### config.mk
export PLATFORM = sky130hd
export DESIGN_NAME = cr_lz77_comp_tile_seq
export DESIGN_NICKNAME = d
export VERILOG_FILES = /design/src/rtl/cr_lz77_comp_tile_seq_pkg.sv /design/src/rtl/cr_lz77_comp_tile_seq_rpipe.sv /design/src/rtl/cr_lz77_comp_tile_seq.sv
export SDC_FILE = /design/constraint.sdc
export NUM_CORES = 1
export LEC_CHECK = 0
export BUFFER_PORTS_ARGS = -buffer_cell sky130_fd_sc_hd__buf_4
export CAP_MARGIN = 20
export CORE_ASPECT_RATIO = 1.4
export CORE_MARGIN = 2
export CORE_UTILIZATION = 35
export CTS_BUF_LIST = sky130_fd_sc_hd__clkbuf_8
export DETAILED_ROUTE_END_ITERATION = 7
export PLACE_DENSITY_LB_ADDON = 0.3
export SYNTH_ARGS = -nofsm -noshare
export SYNTH_HDL_FRONTEND = slang
export SYNTH_HIERARCHICAL = 1
export SYNTH_SLANG_ARGS = --single-unit
### constraint.sdc
create_clock -name clk -period 6.05 [get_ports clk]
set_input_delay 1.21 -clock clk [delete_from_list [all_inputs] [get_ports clk]]
set_output_delay 1.21 -clock clk [all_outputs]
set_load 0.03 [all_outputs]
### src/rtl/cr_lz77_comp_tile_seq_pkg.sv
// Shared types and helpers for the LZ77 compare-tile frame sequencer.
// Holds the sequencer state encoding and the shift-phase width rule.
package cr_lz77_comp_tile_seq_pkg;

    typedef enum logic [2:0] {
        IDLE,
        PREFIX,
        RUN,
        DRAIN,
        CLEAR
    } tile_seq_st_e;

    // A single shift phase still needs a one-bit port.
    function automatic int phase_width(input int shift_mult);
        return (shift_mult > 1) ? $clog2(shift_mult) : 1;
    endfunction

endpackage

### src/rtl/cr_lz77_comp_tile_seq_rpipe.sv
// In-flight tracker for tile results: a RES_LAT-deep valid shift register.
// The empty flag ignores the tail stage, which is being presented this cycle.
module cr_lz77_comp_tile_seq_rpipe #(
    parameter int RES_LAT = 4
) (
    input  logic clk,
    input  logic rst,
    input  logic flush,
    input  logic in_vld,
    output logic out_vld,
    output logic empty
);

    logic [RES_LAT-1:0] pipe_q;
    logic [RES_LAT-1:0] pipe_d;
    logic [RES_LAT-1:0] pending;

    generate
        for (genvar gi = 0; gi < RES_LAT; gi++) begin : g_stage
            if (gi == 0) begin : g_head
                assign pending[gi] = in_vld;
            end else begin : g_body
                assign pending[gi] = pipe_q[gi-1];
            end
        end
    endgenerate

    always_comb begin
        pipe_d = flush ? '0 : pending;
    end

    always_ff @(posedge clk or posedge rst) begin
        if (rst) begin
            pipe_q <= '0;
        end else begin
            pipe_q <= pipe_d;
        end
    end

    assign out_vld = pipe_q[RES_LAT-1];
    assign empty   = ~|pending;

endmodule

### src/rtl/cr_lz77_comp_tile_seq.sv
// Frame sequencer for one LZ77 compare tile: accepts prefix/data beats, drives
// registered tile strobes and data, and closes a frame only once results drain.
module cr_lz77_comp_tile_seq
    import cr_lz77_comp_tile_seq_pkg::*;
#(
    parameter int  IN_BYTES   = 8,
    parameter int  SHIFT_MULT = 2,
    parameter int  RES_LAT    = 4,
    localparam int PW         = phase_width(SHIFT_MULT)
) (
    input  logic                  clk,
    input  logic                  rst,
    input  logic                  in_vld,
    output logic                  in_rdy,
    input  logic [IN_BYTES*8-1:0] in_data,
    input  logic [IN_BYTES-1:0]   in_data_vld,
    input  logic                  in_prefix,
    input  logic                  in_eof,
    input  logic                  abort,
    input  logic                  res_rdy,
    output logic [IN_BYTES*8-1:0] lz77_tile_data,
    output logic [IN_BYTES-1:0]   lz77_tile_data_vld,
    output logic [IN_BYTES*8-1:0] lz77_tile_prefix_data,
    output logic [IN_BYTES-1:0]   lz77_tile_prefix_data_vld,
    output logic                  prefix_en,
    output logic                  input_en,
    output logic                  shift_en,
    output logic                  me_tile_enable,
    output logic [PW-1:0]         shift_start_phase,
    output logic                  cl_ti_clr_valid,
    output logic                  cl_ti_force_done,
    output logic                  res_vld,
    output logic                  frame_done,
    output logic                  proto_err
);

    tile_seq_st_e          state_q, state_d;
    logic                  me_tile_enable_q, me_tile_enable_d;
    logic                  prefix_en_q, prefix_en_d;
    logic                  input_en_q, input_en_d;
    logic                  shift_en_q, shift_en_d;
    logic [PW-1:0]         phase_q, phase_d;
    logic [PW-1:0]         shift_cnt_q, shift_cnt_d;
    logic                  clr_valid_q, clr_valid_d;
    logic                  force_done_q, force_done_d;
    logic                  frame_done_q, frame_done_d;
    logic                  proto_err_q, proto_err_d;
    logic [IN_BYTES*8-1:0] tile_data_q, tile_data_d;
    logic [IN_BYTES-1:0]   tile_data_vld_q, tile_data_vld_d;
    logic [IN_BYTES*8-1:0] prefix_data_q, prefix_data_d;
    logic [IN_BYTES-1:0]   prefix_data_vld_q, prefix_data_vld_d;
    logic                  accept;
    logic                  flush;
    logic                  rpipe_empty;
    logic [PW-1:0]         phase_base;

    function automatic logic [PW-1:0] next_phase(input logic [PW-1:0] p);
        return (p == PW'(SHIFT_MULT - 1)) ? '0 : p + PW'(1);
    endfunction

    assign in_rdy = ~rst & res_rdy & ~abort & (state_q inside {IDLE, PREFIX, RUN});
    assign accept = in_vld & in_rdy;

    always_comb begin
        state_d           = state_q;
        me_tile_enable_d  = me_tile_enable_q;
        prefix_en_d       = 1'b0;
        input_en_d        = 1'b0;
        shift_en_d        = 1'b0;
        phase_d           = phase_q;
        shift_cnt_d       = shift_cnt_q;
        clr_valid_d       = 1'b0;
        force_done_d      = 1'b0;
        frame_done_d      = 1'b0;
        proto_err_d       = 1'b0;
        tile_data_d       = tile_data_q;
        tile_data_vld_d   = '0;
        prefix_data_d     = prefix_data_q;
        prefix_data_vld_d = '0;
        flush             = 1'b0;
        // The first beat of a frame always shifts at phase 0.
        phase_base        = (state_q == IDLE) ? '0 : shift_cnt_q;

        case (state_q)
            IDLE, PREFIX, RUN: begin
                if (accept) begin
                    if (state_q == IDLE) begin
                        me_tile_enable_d = 1'b1;
                    end
                    if (in_prefix && state_q == RUN) begin
                        proto_err_d = 1'b1;
                    end else begin
                        shift_en_d  = 1'b1;
                        phase_d     = phase_base;
                        shift_cnt_d = next_phase(phase_base);
                        if (in_prefix) begin
                            prefix_en_d       = 1'b1;
                            prefix_data_d     = in_data;
                            prefix_data_vld_d = in_data_vld;
                        end else begin
                            input_en_d      = 1'b1;
                            tile_data_d     = in_data;
                            tile_data_vld_d = in_data_vld;
                        end
                    end
                    if (in_eof) begin
                        state_d = DRAIN;
                    end else if (!in_prefix) begin
                        state_d = RUN;
                    end else if (state_q == IDLE) begin
                        state_d = PREFIX;
                    end
                end
            end
            DRAIN: begin
                if (rpipe_empty) begin
                    state_d      = CLEAR;
                    clr_valid_d  = 1'b1;
                    frame_done_d = 1'b1;
                end
            end
            CLEAR: begin
                state_d          = IDLE;
                me_tile_enable_d = 1'b0;
                phase_d          = '0;
                shift_cnt_d      = '0;
                // Clear already issued for this frame; only force-done is added.
                if (abort) begin
                    force_done_d = 1'b1;
                    flush        = 1'b1;
                end
            end
            default: state_d = IDLE;
        endcase

        if (abort && (state_q inside {PREFIX, RUN, DRAIN})) begin
            state_d          = IDLE;
            me_tile_enable_d = 1'b0;
            phase_d          = '0;
            shift_cnt_d      = '0;
            clr_valid_d      = 1'b1;
            force_done_d     = 1'b1;
            frame_done_d     = 1'b1;
            flush            = 1'b1;
        end
    end

    always_ff @(posedge clk or posedge rst) begin
        if (rst) begin
            state_q           <= IDLE;
            me_tile_enable_q  <= 1'b0;
            prefix_en_q       <= 1'b0;
            input_en_q        <= 1'b0;
            shift_en_q        <= 1'b0;
            phase_q           <= '0;
            shift_cnt_q       <= '0;
            clr_valid_q       <= 1'b0;
            force_done_q      <= 1'b0;
            frame_done_q      <= 1'b0;
            proto_err_q       <= 1'b0;
            tile_data_q       <= '0;
            tile_data_vld_q   <= '0;
            prefix_data_q     <= '0;
            prefix_data_vld_q <= '0;
        end else begin
            state_q           <= state_d;
            me_tile_enable_q  <= me_tile_enable_d;
            prefix_en_q       <= prefix_en_d;
            input_en_q        <= input_en_d;
            shift_en_q        <= shift_en_d;
            phase_q           <= phase_d;
            shift_cnt_q       <= shift_cnt_d;
            clr_valid_q       <= clr_valid_d;
            force_done_q      <= force_done_d;
            frame_done_q      <= frame_done_d;
            proto_err_q       <= proto_err_d;
            tile_data_q       <= tile_data_d;
            tile_data_vld_q   <= tile_data_vld_d;
            prefix_data_q     <= prefix_data_d;
            prefix_data_vld_q <= prefix_data_vld_d;
        end
    end

    cr_lz77_comp_tile_seq_rpipe #(
        .RES_LAT (RES_LAT)
    ) u_rpipe (
        .clk     (clk),
        .rst     (rst),
        .flush   (flush),
        .in_vld  (input_en_q),
        .out_vld (res_vld),
        .empty   (rpipe_empty)
    );

    assign lz77_tile_data            = tile_data_q;
    assign lz77_tile_data_vld        = tile_data_vld_q;
    assign lz77_tile_prefix_data     = prefix_data_q;
    assign lz77_tile_prefix_data_vld = prefix_data_vld_q;
    assign prefix_en                 = prefix_en_q;
    assign input_en                  = input_en_q;
    assign shift_en                  = shift_en_q;
    assign me_tile_enable            = me_tile_enable_q;
    assign shift_start_phase         = phase_q;
    assign cl_ti_clr_valid           = clr_valid_q;
    assign cl_ti_force_done          = force_done_q;
    assign frame_done                = frame_done_q;
    assign proto_err                 = proto_err_q;

endmodule
; ---- Yosys cells after proc, flatten, opt, wreduce, memory -nomap -nowiden
; Index checks and enable logic that the tools add are counted.
; W data, S select, Z words.
[word_totals]
register_bits = 160
input_bits = 79
[op_classes]
addsub = 1
n_eq_ne = 9
mux = 50
bitwise = 8
reduce_logical = 13
[ops]
columns = cell, n
row1 = $mux W8, 8
row2 = $mux W1, 31
row3 = $mux W3, 6
row4 = $ne A3 B3 Y1 const B, 4
row5 = $reduce_and A3 Y1, 3
row6 = $reduce_bool A3 Y1, 3
row7 = $reduce_and A4 Y1, 2
row8 = $eq A3 B2 Y1 const B, 2
row9 = $pmux W1 S2, 3
row10 = $pmux W3 S2, 1
row11 = $ne A5 B5 Y1 const B, 1
row12 = $and A1 B1 Y1, 4
row13 = $mux W4, 1
row14 = $not A1 Y1, 4
row15 = $reduce_or A4 Y1, 1
row16 = $eq A3 B1 Y1 const B, 1
row17 = $eq A3 B3 Y1 const B, 1
row18 = $logic_not A3 Y1, 1
row19 = $reduce_or A3 Y1, 1
row20 = $logic_and A1 B1 Y1, 2
row21 = $add A1 B1 Y1 const B, 1

; ---- Longest topological paths before layout
[logic_depth]
ltp_word = 8
ltp_mapped = 7

; ---- Modules after synthesis
; The synthesis kept the hierarchy.
[by_module_without_submodules]
columns = module, n_inst, cells_each, area_each_um2
row1 = cr_lz77_comp_tile_seq, 1, 368, 5920.7
row2 = cr_lz77_comp_tile_seq_rpipe, 1, 10, 141.4

; ---- Least setup slack after synthesis
; OpenSTA, ideal clock, no wires.
[synth_timing]
path_kind = input to output
from = in abort
to = out in_rdy
arrival_time_ps = 1840
slack_ps = 3000
stages = 2
cell_sequence = nor4b_4 -> and2_1
[synth_via]
elab_chain_len = 3
[synth_rtl]
columns = element, line_no
row1 = from (decl), cr_lz77_comp_tile_seq.sv:19  ; input logic abort,
row2 = $not A1 Y1, cr_lz77_comp_tile_seq.sv:61  ; assign in_rdy = ~rst & res_rdy & ~abort & (state_q inside {IDLE, PREFIX, RUN});
row3 = $and A1 B1 Y1 (2 in series), cr_lz77_comp_tile_seq.sv:61
row4 = to (decl), cr_lz77_comp_tile_seq.sv:14  ; output logic in_rdy,
; Every way passes these cells.

; ---- Worst setup path after layout
[layout_timing]
from = in abort
to = reg tile_data_q[52], in the netlist lz77_tile_data[52]
[layout_via]
elab_chain_len = 5
[layout_rtl]
columns = element, line_no
row1 = $not A1 Y1, cr_lz77_comp_tile_seq.sv:61
row2 = $and A1 B1 Y1 (2 in series), cr_lz77_comp_tile_seq.sv:61
row3 = $and A1 B1 Y1, cr_lz77_comp_tile_seq.sv:62  ; assign accept = in_vld & in_rdy;
row4 = $reduce_and A4 Y1 (no line), -
row5 = to (signal assigned), cr_lz77_comp_tile_seq.sv:177  ; tile_data_q <= tile_data_d;
row6 = to (decl), cr_lz77_comp_tile_seq.sv:48  ; logic [IN_BYTES*8-1:0] tile_data_q, tile_data_d;
; Every way passes these cells.
; A chain may end at the register's enable or synchronous reset.

==> impl_metrics.py <==
metrics = {
    "min_path": {
        "hold_start": "lz77_tile_prefix_data[32]",
        "hold_depth": 1,
        "whs_endpoint": "lz77_tile_prefix_data[32]",
        "hold_path_class": "reg2reg",
    },
    "pwr": {
        "power.density_mw_per_mm2": 401,
        "totalPowerFinal_mw": 3.39,
        "p_leak_nw": 4.16,
        "power.switching_mw": 1.17,
        "comb_power_share_pct": 33.0,
        "ir_drop_mv": 0.181,
        "clkPwrFrac_pct": 25.5,
        "intPower_mw": 2.22,
        "switching_share_pct": 34.6,
        "power_frac_seq_pct": 41.6,
    },
    "drt": {
        "drcViolationCount": 0,
        "wl_um": 14500,
        "drtIter0Drc": 155,
        "vias": 4004,
        "ant_nets": 0,
        "viasPerCell": 4.65,
        "wl_per_cell_um": 16.8,
        "drtPass1Iterations": 4,
    },
    "global_route": {
        "grt_pass1_wl_um": 22600,
        "grt_antenna_before_repair": 0,
        "grt_overflow_total": 0,
        "grt_pass1_vias": 4299,
        "grt_max_degree": 63,
        "track_usage_pct": 16.0,
    },
    "final_layout": {
        "syn_to_final_growth_pct": 39.4,
        "final_cell_mix": "buf_4, dfrtp_1, mux2_2",
        "antennaDiodeCount": 0,
        "drive_gt1_share_pct": 63.1,
        "layout.cells.non_filler": 861,
        "nFillCells": 1485,
        "layout_commonest_cell": "buf_4",
        "nNetsFinal": 695,
    },
    "synth": {
        "ys_ff_latch": 160,
        "synth.distinct_cells": 36,
        "ys_seq_area_share_pct": 66.0,
        "netlist_area_mm2": 0.00606,
        "syn_nets": 457,
        "synth.avg_cell_area_um2": 16.0,
        "synth.yosys.warnings": 6,
        "synthCells": 378,
    },
    "clocking": {
        "insertion_delay_ps": 440,
        "cts_tree": "done",
        "clockBufferDepth": 2,
        "cts.sinks": 160,
        "hold_buffers": 0,
        "cts_resized": 0,
        "cts-root-buf": "clkbuf_8",
        "cts_made_buffers": 17,
        "cts_setup_buffers": 0,
        "htreeDepth": 4,
        "path_clk_slew_ps": 80,
    },
    "sta": {
        "rsz0062_at_grt": "false",
        "fin_tns_setup_ps": 0,
        "tightest_slew_ps": 816,
        "max_freq_ghz": 0.307,
        "period_minus_slack_ps": 3260,
        "slew_headroom_pct": 45.5,
        "min_period_over_period_pct": 53.9,
        "setup_viol": 0,
        "slew_violations": 0,
        "finalHoldViolations": 0,
        "worst_clock_skew_ps": 8.45,
    },
    "worst_setup_path": {
        "critPathLaunchType": "primary input",
        "timing.rr.start": "state_q[2]",
        "arrival_ps": 3590,
        "cp_slowest_cell": "nor2_4",
        "critPathMostFrequentCell": "buf_4",
        "r2r-end": "lz77_tile_data[52]",
        "path_cells": "buf_4 > nor4b_4 > nand3_2 > nor2_4 > buf_4 > mux2_2",
        "r2r_cells": 5,
        "crit_path_max_incr_delay_ps": 670,
        "r2r_setup_slack_ps": 3120,
        "worst-setup-path-type": "in2reg",
        "end_kind": "register",
        "cp_max_fo": 38,
        "required_ps": 6380,
    },
    "die": {
        "die_area_mm2": 0.0184,
        "initial_utilization_pct": 35.9,
        "ios": 234,
        "die_y_um": 160,
        "die_w_um": 115,
        "core_mm2": 0.0169,
        "row_count": 56,
    },
    "place": {
        "dp.cells": 829,
        "gp_congestion": 0.779,
        "port-buffer-count": 233,
        "dp_hpwl_um": 10600,
    },
    "status": {
        "status": "complete, no violations",
    },
    "job": {
        "maxCapViolations": 0,
    },
}
==> sequential cells by signal, summed over array words and instances (netlist names) <==
signal	count
lz77_tile_data	64
lz77_tile_prefix_data	64
lz77_tile_data_vld	8
lz77_tile_prefix_data_vld	8
u_rpipe/pipe_q	4
state_q	3
cl_ti_force_done	1
frame_done	1
input_en	1
me_tile_enable	1
prefix_en	1
proto_err	1
shift_cnt_q	1
shift_en	1
shift_start_phase	1
==> power by group through the flow <==
stage               clock, mW  combinational [mW]  sequential, mW
floorplan                   0               0.236            1.84
global placement            0                1.11            1.42
detailed placement          0                1.13            1.43
CTS                     0.894                1.13            1.41
global route            0.940                1.17            1.44
finish                  0.864                1.12            1.41
==> synthesized netlist by cell type <==
library cell | instances | area, um^2
nor4_2 | 1 | 12.5
nor4b_4 | 1 | 23.8
nand3_1 | 3 | 15.0
dfrtp_1 | 160 | 4000
nand2_1 | 3 | 11.3
a22oi_1 | 1 | 7.51
xor2_1 | 1 | 8.76
o32ai_1 | 1 | 8.76
and4_1 | 1 | 8.76
nor2b_1 | 5 | 31.3
o311a_1 | 1 | 10.0
mux2_1 | 10 | 113
nor3b_1 | 1 | 7.51
a21oi_1 | 2 | 10.0
o21ai_0 | 2 | 10.0
or3_1 | 1 | 6.26
inv_1 | 5 | 18.8
o32a_1 | 1 | 10.0
buf_2 | 4 | 20.0
nand4bb_1 | 1 | 11.3
nand3_2 | 1 | 10.0
buf_4 | 5 | 37.5
o221ai_1 | 2 | 17.5
nor2_1 | 8 | 30.0
maj3_1 | 1 | 10.0
and2_1 | 9 | 56.3
nand2b_1 | 1 | 6.26
or2_2 | 3 | 18.8
and3_1 | 10 | 62.6
buf_6 | 7 | 78.8
o2bb2ai_1 | 2 | 17.5
clkbuf_1 | 3 | 11.3
nor3_4 | 1 | 16.3
a21boi_0 | 1 | 7.51
mux2_2 | 118 | 1330
nor3_1 | 1 | 5.00
==> stage by stage <==
| step | hold slack [ps] | setup slack, ps | utilization (%) | area (um^2) |
|---|---|---|---|---|
| detailed placement | 476 | 2280 | 47.4 | 8000 |
| global route | 503 | 2650 | 50.1 | 8450 |
| finish | 493 | 2790 | 50.1 | 8450 |
| global placement | 470 | 2340 | 47.4 | 8000 |
| CTS | 496 | 2760 | 50.1 | 8450 |
| floorplan | 469 | 633 | - | 6060 |
==> routing by layer <==
metal | GRT usage (%) | wire length, um
met1 | 16.6 | 5260
met2 | 28.9 | 7870
met3 | 3.80 | 806
met4 | 8.98 | 533
met5 | 0 | 0
==> cell type report <==
type	instances	area [um^2]	share of cell area [%]
clock buffers	22	303	3.58
multi-input cells	194	1900	22.5
well taps	232	290	3.43
repair buffers	238	1790	21.1
flip-flops and latches	160	4000	47.4
clock inverters	10	145	1.72
inverters	5	23.8	0.281
==> kinds of logic (layout without fill, tap and decap cells) <==
family	after synthesis	count (layout)	synth area share [%]
AOI/OAI and AO/OA	13	13	1.63
DFF	160	160	66.0
buffers and inverters	24	275	2.75
muxes	128	128	23.8
xor gates and xnor gates	1	1	0.145
adders and majority gates	1	1	0.165
and+or+nand+nor	51	51	5.49
==> critical path, delay by kind of cell <==
kind	cells	cell delay (ps)
buffers and inverters	2	720
muxes	1	400
and+or+nand+nor	3	1230
==> worst max-delay path by stage <==
stage                      from                  to
after floorplan             rst    cl_ti_force_done
after global placement    abort  lz77_tile_data[43]
after detailed placement  abort  lz77_tile_data[36]
after CTS                 abort  lz77_tile_data[36]
after global routing      abort  lz77_tile_data[57]
final                     abort  lz77_tile_data[52]
Note: power is estimated with default switching activity, not from simulation.
